`src/rtl/mul_div_unit.sv`:
```
// Iterative multiply/divide unit with architectural HI/LO registers.
// One radix-2 step per RUN cycle, then a FINISH cycle for sign fix-up and HI/LO write.
module mul_div_unit #(
  parameter int WIDTH = 32
) (
  input  logic             clk,
  input  logic             reset,
  input  logic             start,
  input  logic [2:0]       op,
  input  logic [WIDTH-1:0] a,
  input  logic [WIDTH-1:0] b,
  output logic             busy,
  output logic             done,
  output logic [WIDTH-1:0] hi_out,
  output logic [WIDTH-1:0] lo_out,
  output logic             div_by_zero
);

  localparam int CW = $clog2(WIDTH + 1);

  localparam logic [2:0] OP_MULT  = 3'd0;
  localparam logic [2:0] OP_MULTU = 3'd1;
  localparam logic [2:0] OP_DIV   = 3'd2;
  localparam logic [2:0] OP_DIVU  = 3'd3;
  localparam logic [2:0] OP_MADD  = 3'd4;
  localparam logic [2:0] OP_MSUB  = 3'd5;
  localparam logic [2:0] OP_MTHI  = 3'd6;
  localparam logic [2:0] OP_MTLO  = 3'd7;

  typedef enum logic [1:0] {IDLE, RUN, FINISH} state_t;

  state_t             state_reg, state_next;
  logic [CW-1:0]      count_reg;
  logic [2:0]         op_reg;
  logic [WIDTH-1:0]   a_reg, a_mag_reg, b_mag_reg;
  logic               a_neg_reg, b_neg_reg, b_zero_reg;
  logic [2*WIDTH-1:0] work_reg;
  logic [WIDTH-1:0]   hi_reg, lo_reg;
  logic               done_reg, dbz_reg;

  // Operand decode on the raw inputs, used only on the accepting edge
  logic             op_signed_in, op_div_in, op_iter_in, a_neg_in, b_neg_in;
  logic [WIDTH-1:0] a_mag_in, b_mag_in;

  assign op_signed_in = (op == OP_MULT) || (op == OP_DIV) || (op == OP_MADD) || (op == OP_MSUB);
  assign op_div_in    = (op == OP_DIV) || (op == OP_DIVU);
  assign op_iter_in   = (op != OP_MTHI) && (op != OP_MTLO);
  assign a_neg_in     = op_signed_in & a[WIDTH-1];
  assign b_neg_in     = op_signed_in & b[WIDTH-1];
  assign a_mag_in     = a_neg_in ? -a : a;
  assign b_mag_in     = b_neg_in ? -b : b;

  // Per-cycle iteration steps: work_reg holds {acc, multiplier} or {remainder, dividend/quotient}
  logic             op_div_reg, div_ge;
  logic [WIDTH:0]   mul_sum, div_shift, div_diff;
  logic [2*WIDTH-1:0] mul_next, div_next;

  assign op_div_reg = (op_reg == OP_DIV) || (op_reg == OP_DIVU);
  assign mul_sum    = {1'b0, work_reg[2*WIDTH-1:WIDTH]} + (work_reg[0] ? {1'b0, a_mag_reg} : '0);
  assign mul_next   = {mul_sum, work_reg[WIDTH-1:1]};
  assign div_shift  = {work_reg[2*WIDTH-1:WIDTH], work_reg[WIDTH-1]};
  assign div_ge     = div_shift >= {1'b0, b_mag_reg};
  assign div_diff   = div_shift - {1'b0, b_mag_reg};
  assign div_next   = {(div_ge ? div_diff[WIDTH-1:0] : div_shift[WIDTH-1:0]),
                       work_reg[WIDTH-2:0], div_ge};

  // FINISH-cycle result: sign correction and accumulation
  logic               res_neg;
  logic [2*WIDTH-1:0] prod_signed;
  logic [WIDTH-1:0]   fin_hi, fin_lo;

  assign res_neg     = a_neg_reg ^ b_neg_reg;
  assign prod_signed = res_neg ? -work_reg : work_reg;

  always_comb begin
    fin_hi = hi_reg;
    fin_lo = lo_reg;
    case (op_reg)
      OP_MULT, OP_MULTU: {fin_hi, fin_lo} = prod_signed;
      OP_MADD:           {fin_hi, fin_lo} = {hi_reg, lo_reg} + prod_signed;
      OP_MSUB:           {fin_hi, fin_lo} = {hi_reg, lo_reg} - prod_signed;
      OP_DIV, OP_DIVU: begin
        if (b_zero_reg) begin
          fin_lo = '1;
          fin_hi = a_reg;
        end else begin
          fin_lo = res_neg   ? -work_reg[WIDTH-1:0]       : work_reg[WIDTH-1:0];
          fin_hi = a_neg_reg ? -work_reg[2*WIDTH-1:WIDTH] : work_reg[2*WIDTH-1:WIDTH];
        end
      end
      default: ;
    endcase
  end

  always_ff @(posedge clk) begin
    if (reset) state_reg <= IDLE;
    else       state_reg <= state_next;
  end

  always_comb begin
    state_next = state_reg;
    case (state_reg)
      IDLE:    if (start && op_iter_in) state_next = RUN;
      RUN:     if (count_reg == CW'(WIDTH - 1)) state_next = FINISH;
      FINISH:  state_next = IDLE;
      default: state_next = IDLE;
    endcase
  end

  always_ff @(posedge clk) begin
    if (reset) begin
      count_reg  <= '0;
      op_reg     <= '0;
      a_reg      <= '0;
      a_mag_reg  <= '0;
      b_mag_reg  <= '0;
      a_neg_reg  <= 1'b0;
      b_neg_reg  <= 1'b0;
      b_zero_reg <= 1'b0;
      work_reg   <= '0;
      hi_reg     <= '0;
      lo_reg     <= '0;
      done_reg   <= 1'b0;
      dbz_reg    <= 1'b0;
    end else begin
      done_reg <= 1'b0;
      dbz_reg  <= 1'b0;
      case (state_reg)
        IDLE: begin
          if (start) begin
            if (op == OP_MTHI) begin
              hi_reg   <= a;
              done_reg <= 1'b1;
            end else if (op == OP_MTLO) begin
              lo_reg   <= a;
              done_reg <= 1'b1;
            end else begin
              op_reg     <= op;
              a_reg      <= a;
              a_mag_reg  <= a_mag_in;
              b_mag_reg  <= b_mag_in;
              a_neg_reg  <= a_neg_in;
              b_neg_reg  <= b_neg_in;
              b_zero_reg <= (b == '0);
              work_reg   <= {{WIDTH{1'b0}}, (op_div_in ? a_mag_in : b_mag_in)};
              count_reg  <= '0;
            end
          end
        end
        RUN: begin
          work_reg  <= op_div_reg ? div_next : mul_next;
          count_reg <= count_reg + 1'b1;
        end
        FINISH: begin
          hi_reg   <= fin_hi;
          lo_reg   <= fin_lo;
          done_reg <= 1'b1;
          dbz_reg  <= op_div_reg & b_zero_reg;
        end
        default: ;
      endcase
    end
  end

  assign busy        = (state_reg != IDLE);
  assign done        = done_reg;
  assign div_by_zero = dbz_reg;
  assign hi_out      = hi_reg;
  assign lo_out      = lo_reg;

endmodule

```
`config.mk`:
```
export PLATFORM = sky130hd
export DESIGN_NAME = mul_div_unit
export DESIGN_NICKNAME = d
export VERILOG_FILES = /design/src/rtl/mul_div_unit.sv
export SDC_FILE = /design/constraint.sdc
export NUM_CORES = 1
export LEC_CHECK = 0
export ABC_AREA = 1
export CELL_PAD_IN_SITES_DETAIL_PLACEMENT = 0
export CELL_PAD_IN_SITES_GLOBAL_PLACEMENT = 2
export CORE_MARGIN = 4
export CORE_UTILIZATION = 36
export DETAILED_ROUTE_END_ITERATION = 12
export MAX_ROUTING_LAYER = met4
export PLACE_DENSITY = 0.95
export SYNTH_ARGS = -nofsm -noshare
export SYNTH_HDL_FRONTEND = slang
export SYNTH_SLANG_ARGS = --single-unit
```
`constraint.sdc`:
```
create_clock -name clk -period 9.56 [get_ports clk]
set_input_delay 1.912 -clock clk [delete_from_list [all_inputs] [get_ports clk]]
set_output_delay 1.912 -clock clk [all_outputs]
set_load 0.005 [all_outputs]
```
==> impl_results.md <==
- Core area: 80900 sq um
- Seq/Total Area, Yosys: 0.162
- Reg power frac: 0.153
- Worst slew pin tran: 1.14 ns
- Area growth, synth to finish: 11.1%
- #FFs+latches synth: 239
- DR WL met2: 68700 microns
- Global-route wire length before repair: 225000 microns
- Vias: 35.7k
- Initial antenna violation count: 0
- Reg clk slew, reported paths: 0.06 ns
- Synthesized area per cell: 5.71 sq um
- Critical Path AT: 6.55 ns
- Yosys warns: 0
- Fmax: 0.165 GHz
- Placed insts: 6184
- Vias in the first global route: 33.2k
- Maximum VDD drop: 0.142 mV
- Slew headroom: 0.242
- Final setup violation count: 0
- CP Class: reg2reg
- H-tree Lvls: 2
- Async set-or-reset flop fraction in the synthesized netlist: 0
- NumNets Final: 5431
- Final Max Slew Viols: 0
- Global route overflow: 0
- RSZ-0062 raised after global routing: false
- Share of layout cells above drive strength 1: 0.0478
- Area after DPL: 31600 sq um
- CTS tree: built
- GRT Util Overall: 0.361
- Count of input and output buffers: 136
- Setup TNS: 0 ns
- Detailed Route Iter0 Violations: 4037
- Clock buffer depth: 3
- WL/cell: 25.3 microns
- Critical path peak fanout: 6
- Largest net degree at the start of global routing: 111
- Internal power: 3770 uW
- Psw: 5720 uW
- Drt drc: 0
- Final wirelength: 158000 microns
- Die Wd: 294 microns
- Post-synth EDFFs: 0
- CP Data Required Time: 10.03 ns
- Fin. Hold Viols: 0
- Hold EP: a_mag_reg[17]
- Mapped Nets: 5444
- PostCTS Resize Cnt: 0
- Cell area power density: 289 nW/um^2
- Mapped Area: 29500 sq um
- Final clock skew: 0.0420 ns
- Synth Flop Type: dfxtp_1
- Root Buffer Master: clkbuf_16
- Period Utilization, post-route: 0.635
- Cts bufs inserted: 35
- Leak: 0.0155 uW
- Reg2Reg Depth: 25
- Vias per cell: 5.72
- Critical Path Sink Type: flop
- # rows: 104
- Worst Hold Depth: 2
- Gate power share: 0.697
- Max-Cap Viols: 0
- Drt pass-1 iters: 5
- R2R Path Start: work_reg[1]
- Min cycle time layout: 6.07 ns
- Setup bufs post-CTS: 0
- Met3 WL post-DR: 12400 microns
- Initial core utilization: 0.365
- Worst r2r dst: hi_out[21]
- Post-DRT Antenna Nets: 0
- Worst reg2reg setup slack: 3.49 ns
- Sink Count: 239
- Max reg flops: 64
- Die ar.: 86700 sq um
- WL met1: 67000 microns
- Skew-Pair Late Insertion Delay: 0.59 ns
- # hold bufs at CTS: 0
- Die span in y: 294 microns
- # IOs: 137
- Clock power frac: 0.149
- Final Non-Filler Cells: 6249
- Hold path start: a_mag_reg[17]
- Syn Inst Count: 5174
- GPL Wtd Cong: 1.03
- Finished Cell Area: 32800 sq um
- Hpwl dp: 129000 microns
- Hold Crit Class: reg2reg
- Status: complete, no violations
- Sw frac: 0.603
- Max Used Layer: met4
- Cell variety after synth: 64
- Worst setup SP type: flop
per-layer routing:
metal	vias up	track usage
li1	17000	-
met1	16700	0.465
met2	1632	0.557
met3	309	0.0453
met4	0	0.185
met5	-	-
synthesized netlist by cell type, drive strengths merged (7+ instances only):
cell type,instances,share of area
a221oi,7,0.0021
a31oi,61,0.013
dfxtp,239,0.16
o21a,20,0.0051
inv,850,0.11
nor3,71,0.013
xor2,117,0.035
a21o,15,0.0038
o21ai,564,0.096
nand4,69,0.015
nor4,24,0.0051
a21oi,595,0.10
xnor2,24,0.0071
nand2,919,0.12
or2,37,0.0079
o2111ai,9,0.0027
a21boi,10,0.0025
o21bai,21,0.0055
nand3,299,0.054
o211ai,93,0.024
nor2,659,0.085
o31ai,13,0.0033
buf,40,0.0079
ha,196,0.083
clkbuf,173,0.022
o221ai,12,0.0036
logic make-up after synthesis:
logic type | Yosys count | share of synthesized area
adders and majority gates | 200 | 0.0858
DFF | 239 | 0.162
AOI/OAI and AO/OA | 1439 | 0.269
xor gates and xnor gates | 141 | 0.0418
buffers and inverters | 1066 | 0.138
and+or+nand+nor | 2089 | 0.303
power by group through the flow:
stage / registers [uW] / logic (uW) / clock network, uW
after floorplan: 1340 / 4330 / 0
after global placement: 1460 / 6420 / 0
after detailed placement: 1460 / 6390 / 0
after CTS: 1440 / 6420 / 1430
after global routing: 1470 / 7180 / 1460
final: 1460 / 6620 / 1420
area by class of cell:
| cell class | count | area [sq um] |
|---|---|---|
| Antenna cell | 1 | 2.50 |
| Clock buffer | 46 | 967 |
| Clock inverter | 18 | 255 |
| Fill cell | 9253 | 48100 |
| Inverter | 853 | 3210 |
| Multi-Input combinational cell | 3869 | 20700 |
| Sequential cell | 239 | 4780 |
| Tap cell | 1060 | 1330 |
| Timing Repair Buffer | 163 | 1560 |
how the worst max path moves through the flow:
stage	startpoint	end	slack (ns)	cells after the start
finish	work_reg[1]	hi_out[21]	3.49	25
global route	work_reg[1]	hi_out[21]	3.29	25
CTS	work_reg[1]	hi_out[21]	3.63	25
detailed placement	work_reg[1]	hi_out[21]	3.70	25
global placement	a_neg_reg	hi_out[21]	3.84	22
floorplan	work_reg[32]	hi_out[30]	5.68	29
per-stage QoR:
| stage | worst slack (ns) | util | hold WS [ns] | total power (uW) |
|---|---|---|---|---|
| 6_report | 3.49 | 0.405 | 0.502 | 9490 |
| 5_1_grt | 3.29 | 0.405 | 0.525 | 10100 |
| 4_1_cts | 3.63 | 0.405 | 0.502 | 9290 |
| 3_5_place_dp | 3.70 | 0.390 | 0.482 | 7860 |
| 3_3_place_gp | 3.84 | 0.390 | 0.481 | 7880 |
| 2_1_floorplan | 5.68 | - | 0.465 | 5670 |
critical path: stages (launching register included):
cell      delay (ns)
dfxtp_1         0.31
inv_1           0.18
ha_1            0.22
nand2_2         0.11
nor2_4          0.19
nand3_1         0.14
nor4_1          0.34
nand4_1         0.49
nand2_1         0.37
o21ai_0         0.16
xor2_1          0.45
inv_1           0.13
ha_1            0.39
nand2_1         0.12
nor2_1          0.24
inv_1           0.11
nor4_1          0.75
nand3_1         0.35
nand2_1         0.19
a21oi_1         0.10
nand2_1         0.07
nand2_1         0.05
o21ai_1         0.13
o21bai_1        0.15
nand2_1         0.08
a21oi_1         0.14
placed cells by master (no fill, tap or decap), drive strengths merged, types with 37 or more instances in the layout:
master	count
nand2	919
nand3	299
nor3	71
inv	854
or2	37
a21oi	595
nor2	659
clkbuf	46
nand4	69
clkdlybuf4s50	135
o21ai	564
ha	196
a31oi	61
dfxtp	239
xor2	117
o211ai	93
(Power assumes the default switching activity.)
